File: src/rtl/mole_pkg.sv
// Shared constants for the Whack-A-Mole round sequencer.
//   - FSM state encodings (legacy-style localparams over a 2-bit type)
//   - LFSR feedback mask for x^16 + x^14 + x^13 + x^11
//   - mole count and index width
//   - lfsr_step(): one Galois (right-shifting) LFSR advance
package mole_pkg;

  localparam int unsigned NumMoles = 16;
  localparam int unsigned IdxW     = 4;

  localparam logic [15:0] LfsrTaps = 16'hB400;

  typedef logic [1:0] state_t;

  localparam state_t StIdle = 2'd0;
  localparam state_t StGap  = 2'd1;
  localparam state_t StUp   = 2'd2;
  localparam state_t StDone = 2'd3;

  function automatic logic [15:0] lfsr_step(input logic [15:0] q);
    return {1'b0, q[15:1]} ^ (q[0] ? LfsrTaps : 16'h0000);
  endfunction

endpackage

File: src/rtl/mole_lfsr16.sv
// 16-bit Galois LFSR used to pick the next mole.
// Ports:
//   clock  - system clock
//   reset  - synchronous active-high; loads seed
//   seed   - reset value (must be nonzero)
//   q      - current LFSR state, advances every non-reset cycle
module mole_lfsr16
  import mole_pkg::*;
(
  input  logic        clock,
  input  logic        reset,
  input  logic [15:0] seed,
  output logic [15:0] q
);

  always_ff @(posedge clock) begin
    if (reset) begin
      q <= seed;
    end else begin
      q <= lfsr_step(q);
    end
  end

endmodule

File: src/rtl/mole_round_ctrl.sv
// Sequencer for one Whack-A-Mole round: lights one mole at a time, times the
// up-window and the dark gap, detects hits on the matching button, and counts
// hits and misses until the round's moles are used up.
// Ports:
//   clock, reset  - system clock, synchronous active-high reset
//   start         - one-cycle pulse, begins a round (ignored while busy)
//   buttons       - debounced button levels, bit i = mole i
//   led           - one-hot active mole, 0 when none
//   mole_idx      - index of the current or last mole
//   score         - hits this round (saturating)
//   misses        - timeouts this round (saturating)
//   moles_left    - moles not yet presented or resolved
//   busy          - high in GAP and UP
//   done          - round finished, held until next start
// All outputs come straight from registers.
module mole_round_ctrl
  import mole_pkg::*;
#(
  parameter int unsigned NUM_MOLES   = NumMoles,
  parameter int unsigned TICK_DIV    = 50000,
  parameter int unsigned UP_TIME_MS  = 800,
  parameter int unsigned GAP_TIME_MS = 200,
  parameter int unsigned ROUND_MOLES = 30,
  parameter logic [15:0] LFSR_SEED   = 16'hACE1
) (
  input  logic                 clock,
  input  logic                 reset,
  input  logic                 start,
  input  logic [NUM_MOLES-1:0] buttons,
  output logic [NUM_MOLES-1:0] led,
  output logic [IdxW-1:0]      mole_idx,
  output logic [31:0]          score,
  output logic [7:0]           misses,
  output logic [7:0]           moles_left,
  output logic                 busy,
  output logic                 done
);

  localparam logic [31:0] GapLast   = 32'(GAP_TIME_MS * TICK_DIV - 1);
  localparam logic [31:0] UpLast    = 32'(UP_TIME_MS * TICK_DIV - 1);
  localparam logic [7:0]  RoundInit = 8'(ROUND_MOLES);

  state_t               state_q, state_d;
  logic [31:0]          cnt_q, cnt_d;
  logic [NUM_MOLES-1:0] btn_prev_q;
  logic [NUM_MOLES-1:0] led_q, led_d;
  logic [IdxW-1:0]      idx_q, idx_d;
  logic [31:0]          score_q, score_d;
  logic [7:0]           misses_q, misses_d;
  logic [7:0]           left_q, left_d;
  logic                 busy_q, busy_d;
  logic                 done_q, done_d;

  logic [15:0]          lfsr;
  logic [NUM_MOLES-1:0] hit_vec;
  logic                 hit;
  logic [IdxW-1:0]      pick;

  mole_lfsr16 u_lfsr (
    .clock (clock),
    .reset (reset),
    .seed  (LFSR_SEED),
    .q     (lfsr)
  );

  assign hit_vec = buttons & ~btn_prev_q;
  assign hit     = hit_vec[idx_q];
  // Never repeat the previous mole: bump a colliding pick to the next index.
  assign pick    = (lfsr[IdxW-1:0] == idx_q) ? lfsr[IdxW-1:0] + 1'b1 : lfsr[IdxW-1:0];

  always_comb begin
    state_d  = state_q;
    cnt_d    = cnt_q;
    led_d    = led_q;
    idx_d    = idx_q;
    score_d  = score_q;
    misses_d = misses_q;
    left_d   = left_q;
    busy_d   = busy_q;
    done_d   = done_q;
    case (state_q)
      StIdle, StDone: begin
        if (start) begin
          state_d  = StGap;
          cnt_d    = '0;
          score_d  = '0;
          misses_d = '0;
          left_d   = RoundInit;
          busy_d   = 1'b1;
          done_d   = 1'b0;
        end
      end
      StGap: begin
        if (cnt_q == GapLast) begin
          state_d     = StUp;
          cnt_d       = '0;
          idx_d       = pick;
          led_d       = '0;
          led_d[pick] = 1'b1;
        end else begin
          cnt_d = cnt_q + 32'd1;
        end
      end
      StUp: begin
        // A hit on the final cycle takes priority over the timeout.
        if (hit || (cnt_q == UpLast)) begin
          if (hit) begin
            score_d = (score_q == 32'hFFFF_FFFF) ? score_q : score_q + 32'd1;
          end else begin
            misses_d = (misses_q == 8'hFF) ? misses_q : misses_q + 8'd1;
          end
          led_d  = '0;
          cnt_d  = '0;
          left_d = left_q - 8'd1;
          if (left_q == 8'd1) begin
            state_d = StDone;
            busy_d  = 1'b0;
            done_d  = 1'b1;
          end else begin
            state_d = StGap;
          end
        end else begin
          cnt_d = cnt_q + 32'd1;
        end
      end
      default: state_d = StIdle;
    endcase
  end

  always_ff @(posedge clock) begin
    if (reset) begin
      state_q    <= StIdle;
      cnt_q      <= '0;
      // All-ones so buttons held through reset never look like a press.
      btn_prev_q <= '1;
      led_q      <= '0;
      idx_q      <= '0;
      score_q    <= '0;
      misses_q   <= '0;
      left_q     <= RoundInit;
      busy_q     <= 1'b0;
      done_q     <= 1'b0;
    end else begin
      state_q    <= state_d;
      cnt_q      <= cnt_d;
      btn_prev_q <= buttons;
      led_q      <= led_d;
      idx_q      <= idx_d;
      score_q    <= score_d;
      misses_q   <= misses_d;
      left_q     <= left_d;
      busy_q     <= busy_d;
      done_q     <= done_d;
    end
  end

  assign led        = led_q;
  assign mole_idx   = idx_q;
  assign score      = score_q;
  assign misses     = misses_q;
  assign moles_left = left_q;
  assign busy       = busy_q;
  assign done       = done_q;

endmodule

File: config.mk
export PLATFORM = sky130hd
export DESIGN_NAME = mole_round_ctrl
export DESIGN_NICKNAME = d
export VERILOG_FILES = /design/src/rtl/mole_pkg.sv /design/src/rtl/mole_lfsr16.sv /design/src/rtl/mole_round_ctrl.sv
export SDC_FILE = /design/constraint.sdc
export NUM_CORES = 1
export LEC_CHECK = 0
export BUFFER_PORTS_ARGS = -buffer_cell sky130_fd_sc_hd__buf_2
export CAP_MARGIN = 20
export CORE_MARGIN = 2
export CORE_UTILIZATION = 48
export DETAILED_ROUTE_END_ITERATION = 7
export PLACE_DENSITY = 0.73
export RECOVER_POWER = 50
export SETUP_SLACK_MARGIN = 0.15
export SKIP_CTS_REPAIR_TIMING = 1
export SLEW_MARGIN = 25
export SYNTH_ARGS = -nofsm -noshare
export SYNTH_HDL_FRONTEND = slang
export SYNTH_SLANG_ARGS = --single-unit
File: constraint.sdc
create_clock -name clock -period 3.1 [get_ports clock]
set_input_delay 0.93 -clock clock [delete_from_list [all_inputs] [get_ports clock]]
set_output_delay 0.93 -clock clock [all_outputs]
set_load 0.05 [all_outputs]
* Word level (Yosys, flattened, before mapping)
Cells that the tools add are included.
** Word-level totals
- Input bits :: 19
- Word-level logic and storage cells :: 90
- Register bits after elaboration :: 136
** Cells by class
- Bitwise logic cells :: 3
- Equal/unequal tests :: 17
- Reduce and logical (&&, ||, !) cells :: 13
- Add/sub/neg operators :: 5
- Multiplexer cells :: 38
- Magnitude comparators :: 3
** Operators by type and width (count)
- $mux W32 :: 6
- $pmux W32 S3 :: 1
- $add A32 B1 Y32 const B :: 2
- $pmux W32 S2 :: 1
- $mux W16 :: 3
- $mux W8 :: 6
- $eq A32 B24 Y1 const B :: 1
- $eq A32 B26 Y1 const B :: 1
- $eq A32 B32 Y1 const B :: 1
- $pmux W16 S2 :: 1
- $pmux W8 S2 :: 2
- $and A16 B16 Y16 :: 1
- $ne A2 B2 Y1 const B :: 8
- $not A16 Y16 :: 1
- $xor A15 B16 Y16 :: 1
- $lt A4 B5 Y1 const B :: 2
- $reduce_and A5 Y1 :: 2
- $reduce_and A3 Y1 :: 3
- $add A8 B1 Y8 const B :: 1
- $eq A8 B1 Y1 const B :: 1
- $eq A8 B8 Y1 const B :: 1
- $mux W1 :: 8
- $mux W2 :: 4
- $sub A8 B1 Y8 const B :: 1
- 17 further kinds :: 20

* Longest topological paths before layout
- Depth in word-level cells :: 8
- Mapped depth :: 12

* By module
From an unflattened synthesis, not the netlist that was laid out.
** Unflattened totals
- Cells, all modules :: 803
- Area, all modules :: 6755.2 sq um
** Modules (own cells, without submodules)
- mole_round_ctrl :: area each 6194.7 sq um, times used 1, cells each 763
- mole_lfsr16 :: area each 560.5 sq um, times used 1, cells each 40

* Worst setup path after synthesis
No wires, ideal clock.
- Path kind :: in2reg
- Start point :: in buttons[14]
- End point :: reg cnt_q[12]
- Path buffers :: 2
- Required time :: 2979 ps
- Library setup time :: 121 ps
- Setup slack :: 142 ps
- Cell stages on the path :: 9
- Arrival time :: 2837 ps
- Path through :: or3b_1 -> nor4bb_1 -> a2111o_1 -> o31ai_4 -> a21o_1 -> buf_4 -> buf_6 -> nor3_1 -> mux2_2
** Between the ends
- Cells in the longest elaborated chain, start to end :: 6
** Ends and longest elaborated chain
- start, declared :: RTL line mole_round_ctrl.sv:29 : input logic [NUM_MOLES-1:0] buttons,
- $and A16 B16 Y16 :: RTL line mole_round_ctrl.sv:66 : assign hit_vec = buttons & ~btn_prev_q;
- $bmux W1 S4 :: RTL line mole_round_ctrl.sv:67 : assign hit = hit_vec[idx_q];
- $mux W1 (not written as such) :: RTL line mole_round_ctrl.sv:67
- $logic_or A1 B1 Y1 :: RTL line mole_round_ctrl.sv:106 : if (hit || (cnt_q == UpLast)) begin
- $mux W32 :: RTL line mole_round_ctrl.sv:106
- $pmux W32 S3 :: RTL line mole_round_ctrl.sv:81 : case (state_q)
- end signal, assigned :: RTL line mole_round_ctrl.sv:145 : cnt_q <= cnt_d;
- end, declared :: RTL line mole_round_ctrl.sv:44 : logic [31:0] cnt_q, cnt_d;
No other way between the ends. The select of a mux whose other input is x is not followed.
A chain may end at the register's enable or synchronous reset.

* Final worst setup path
- Start point :: in buttons[14]
- End point :: reg score_q[18] (netlist: score[18])
** Between the ends
- Cells in the longest elaborated chain, start to end :: 6
- Elaborated cells on any way between the ends :: 7
- Classes of those cells :: 2 x eq/ne; 2 x mux; 1 x bitwise; 2 x reduce/logical
** Ends and longest elaborated chain
- $and A16 B16 Y16 (*) :: RTL line mole_round_ctrl.sv:66
- $bmux W1 S4 (*) :: RTL line mole_round_ctrl.sv:67
- $mux W1 (not written as such) (*) :: RTL line mole_round_ctrl.sv:67
- $logic_or A1 B1 Y1 :: RTL line mole_round_ctrl.sv:106
- $ne A2 B2 Y1 (no line)
- $reduce_and A5 Y1 (no line) (*)
- end signal, assigned :: RTL line mole_round_ctrl.sv:149 : score_q <= score_d;
- end, declared :: RTL line mole_round_ctrl.sv:48 : logic [31:0] score_q, score_d;
Every way passes the cells marked *; elsewhere a longest branch is shown, timed or not. The select of a mux whose other input is x is not followed.

==> results.txt <==
Outcome: finished, final reports clean
GRT overflow: 0
Setup violators final: 0
Port bufs: 88
Number of synthesized register bits: 136
Final HPWL DP: 10,790 µm
Crit-path slowest cell: or3_1
Post-Synthesis Cell Area: 6595 µm²
Gr usage total: 22.36%
Seq/Total Area, Yosys: 41.28%
Placed cells: 1,019
CTS Buf Count: 17
CORE AREA: 13,350 µm²
Place WS: -0.1282 ns
Final hold vios: 0
Crit share post-route: 91.31%
Asr flop ratio synth: 0%
WP data required: 3.40 ns
Syn_area_per_cell: 8.655 µm²
Worst hold slack: 0.4173 ns
VDD IR-drop max: 0.0004008 V
Slew @ Worst Pin: 0.9793 ns
RSZ-0062 raised after global routing: true
Residual DRC count: 0
ANT cells: 0
First DRT Iteration DRCs: 412
Detail Route Antenna Nets: 0
Commonest cells after routing, fill and taps aside: 135 x dfxtp_1, 71 x nand2_1, 69 x clkbuf_1, 50 x nor2_1, 49 x o21ai_0
Routed length on met2: 6950 µm
Finished Layout Cells: 1,051
CTS tree: yes
Top_reg_cell synth: dfxtp_1
Die ar.: 14,690 µm²
Fin util: 58.89%
Vias in the first global route: 5,544
Clk root buf: clkbuf_16
CP max FO: 24
Gpl congestion: 0.8646
Syn nets: 790
Met1 wire length: 7603 µm
F_max: 353.3 MHz
Worst EP arrival: 3.13 ns
Buf/Inv on CP: 2
Startpoint Class: primary input
Antenna violations before repair: 0
Pin count of the biggest net entering global routing: 34
Max layer used: met4
EDFF count, synth: 0
I/O Pins: 89
Relative slew slack: 34.72%
Setup crit end kind: flop
Finished Cell Area: 7860 µm²
First-pass GRT wire length: 26,730 µm
Max Slew Vio Count: 0
Row count: 42
Final WL: 15,700 µm
H-tree depth: 4
Nets: 890
Met3 routed WL: 872 µm
Crit path max-delay family: simple AND/OR/NAND/NOR gates
Commonest non-fill, non-tap cell in the layout: dfxtp_1
Final Skew: 0.008176 ns
Critical Path Max Stage Delay: 0.44 ns
Area grow syn2layout: 19.18%
Slack of the critical path: 0.2694 ns
Vias: 6,034
Drt wl/cell: 14.94 µm
Chip width: 121.2 µm
Critical path cell sequence: buf_2, or3b_1, nor4bb_1, a2111oi_4, nand3_2, or3_1, buf_12, o311ai_0, o41ai_1
Clock Path Buffers: 2
Pwr per Cell Area: 603.9 nW/µm²
Tmin final: 2.831 ns
1st-pass router iterations: 5
Clock transition at path regs: 0.06 ns
Height of the die: 121.2 µm
Drt via density: 5.741
Placed cell area: 7350 µm²
Layout cells sized above 1: 14.06%
CTS sink count: 136
Hold crit path type: reg2reg
Initial Util: 49.41%
Clock Latency Late Sink: 0.43 ns
Synth warn: 0
Yosys cell types: 69
Post-synthesis cell count: 762
Static leakage: 0.002962 µW
Crit path kind: in2reg
Max-cap violations: 0
## path summary, 6_finish.rpt
path | from | end | slack (ns) | cells after the start
max | buttons[14] | score[18] | 0.27 | 9
min | u_lfsr.q[6] | u_lfsr.q[5] | 0.42 | 1
max reg2reg | mole_idx[0] | score[18] | 0.35 | 8
min reg2reg | u_lfsr.q[6] | u_lfsr.q[5] | 0.42 | 1
## logic make-up after synthesis
group                    synth area share, %
XOR/XNOR                               2.258
AND/OR/NAND/NOR                        28.91
multiplexers                          0.8158
adder cells (fa/ha/maj)                1.707
buffers and inverters                  3.832
AO/OA/AOI/OAI                          21.19
flip-flops                             41.28
## per-stage QoR
step | power, µW | setup TNS [ns]
finish | 4746 | 0
global route | 4967 | 0
CTS | 4794 | 0
detailed placement | 2762 | -1.332
global placement | 2751 | -0.4690
floorplan | 2448 | 0
## report_power, final
| part | switching, µW | internal, µW | total, µW |
|---|---|---|---|
| clock network | 790 | 1230 | 2020 |
| logic | 568 | 315 | 884 |
| registers | 37.1 | 1800 | 1840 |
| total | 1400 | 3350 | 4750 |
## final cells by class
class / instances / area, µm²
Fill cell: 1265 / 5488
Multi-Input combinational cell: 571 / 3620
Sequential cell: 136 / 2724
Timing Repair Buffer: 119 / 636.9
Clock buffer: 19 / 452.9
Tap cell: 176 / 220.2
Clock inverter: 13 / 142.6
Inverter: 17 / 63.81
## registers in the layout, summed over array words and instances, names as in the netlist
| signal | flops |
|---|---|
| moles_left | 8 |
| btn_prev_q | 16 |
| led | 16 |
| misses | 8 |
| busy | 1 |
| cnt_q | 32 |
| done | 1 |
| score | 32 |
| mole_idx | 4 |
| state_q | 2 |
| u_lfsr.q | 16 |
## worst reg2reg max path, delay by kind of cell (launching register included)
family                 cells  cell delay (ns)
DFF                        1             0.43
buffers and inverters      1             0.18
and+or+nand+nor            4             1.24
AOI/OAI and AO/OA          3             0.79
## cells in the mapped netlist (3+ instances only)
cell type  number  share of area [%]
nand4b_1        4               0.53
o41ai_1         6               0.80
nor4_1         15                1.4
inv_1          17               0.97
a22oi_1         3               0.34
nor3b_1        19                2.2
or3_1          10               0.95
nand2_1        71                4.0
o311ai_0        6               0.80
nand3_1        26                2.0
xnor2_1         8                1.1
o21ai_0        49                3.7
nor2_1         50                2.8
nand4_1        13                1.2
a21oi_1        19                1.4
and2_1          9               0.85
nand3b_1        5               0.57
o211ai_1       20                2.3
a22o_1         13                1.7
mux2_2          3               0.51
a21o_1         22                2.5
xor2_1          9                1.2
a21boi_0        4               0.46
nand2b_1       12                1.1
and3_1         20                1.9
o31ai_1        18                2.0
buf_2           9               0.68
ha_1            9                1.7
o21a_1          6               0.68
or2_2          30                2.8
nor2b_1        11                1.0
nor4b_1         7               0.93
a31oi_1         4               0.38
clkbuf_1       19                1.1
o22ai_1         4               0.38
nor3_1         24                1.8
nor4bb_1        4               0.61
dfxtp_1       136                 41
and4_1          4               0.53
buf_4           5               0.57
## layer usage
layer  track usage, %  vias up
li1                 -     3017
met1            31.08     2824
met2            33.78      169
met3            4.981       24
met4            8.693        0
met5                0        -
Power figures use the tool's default switching activity.
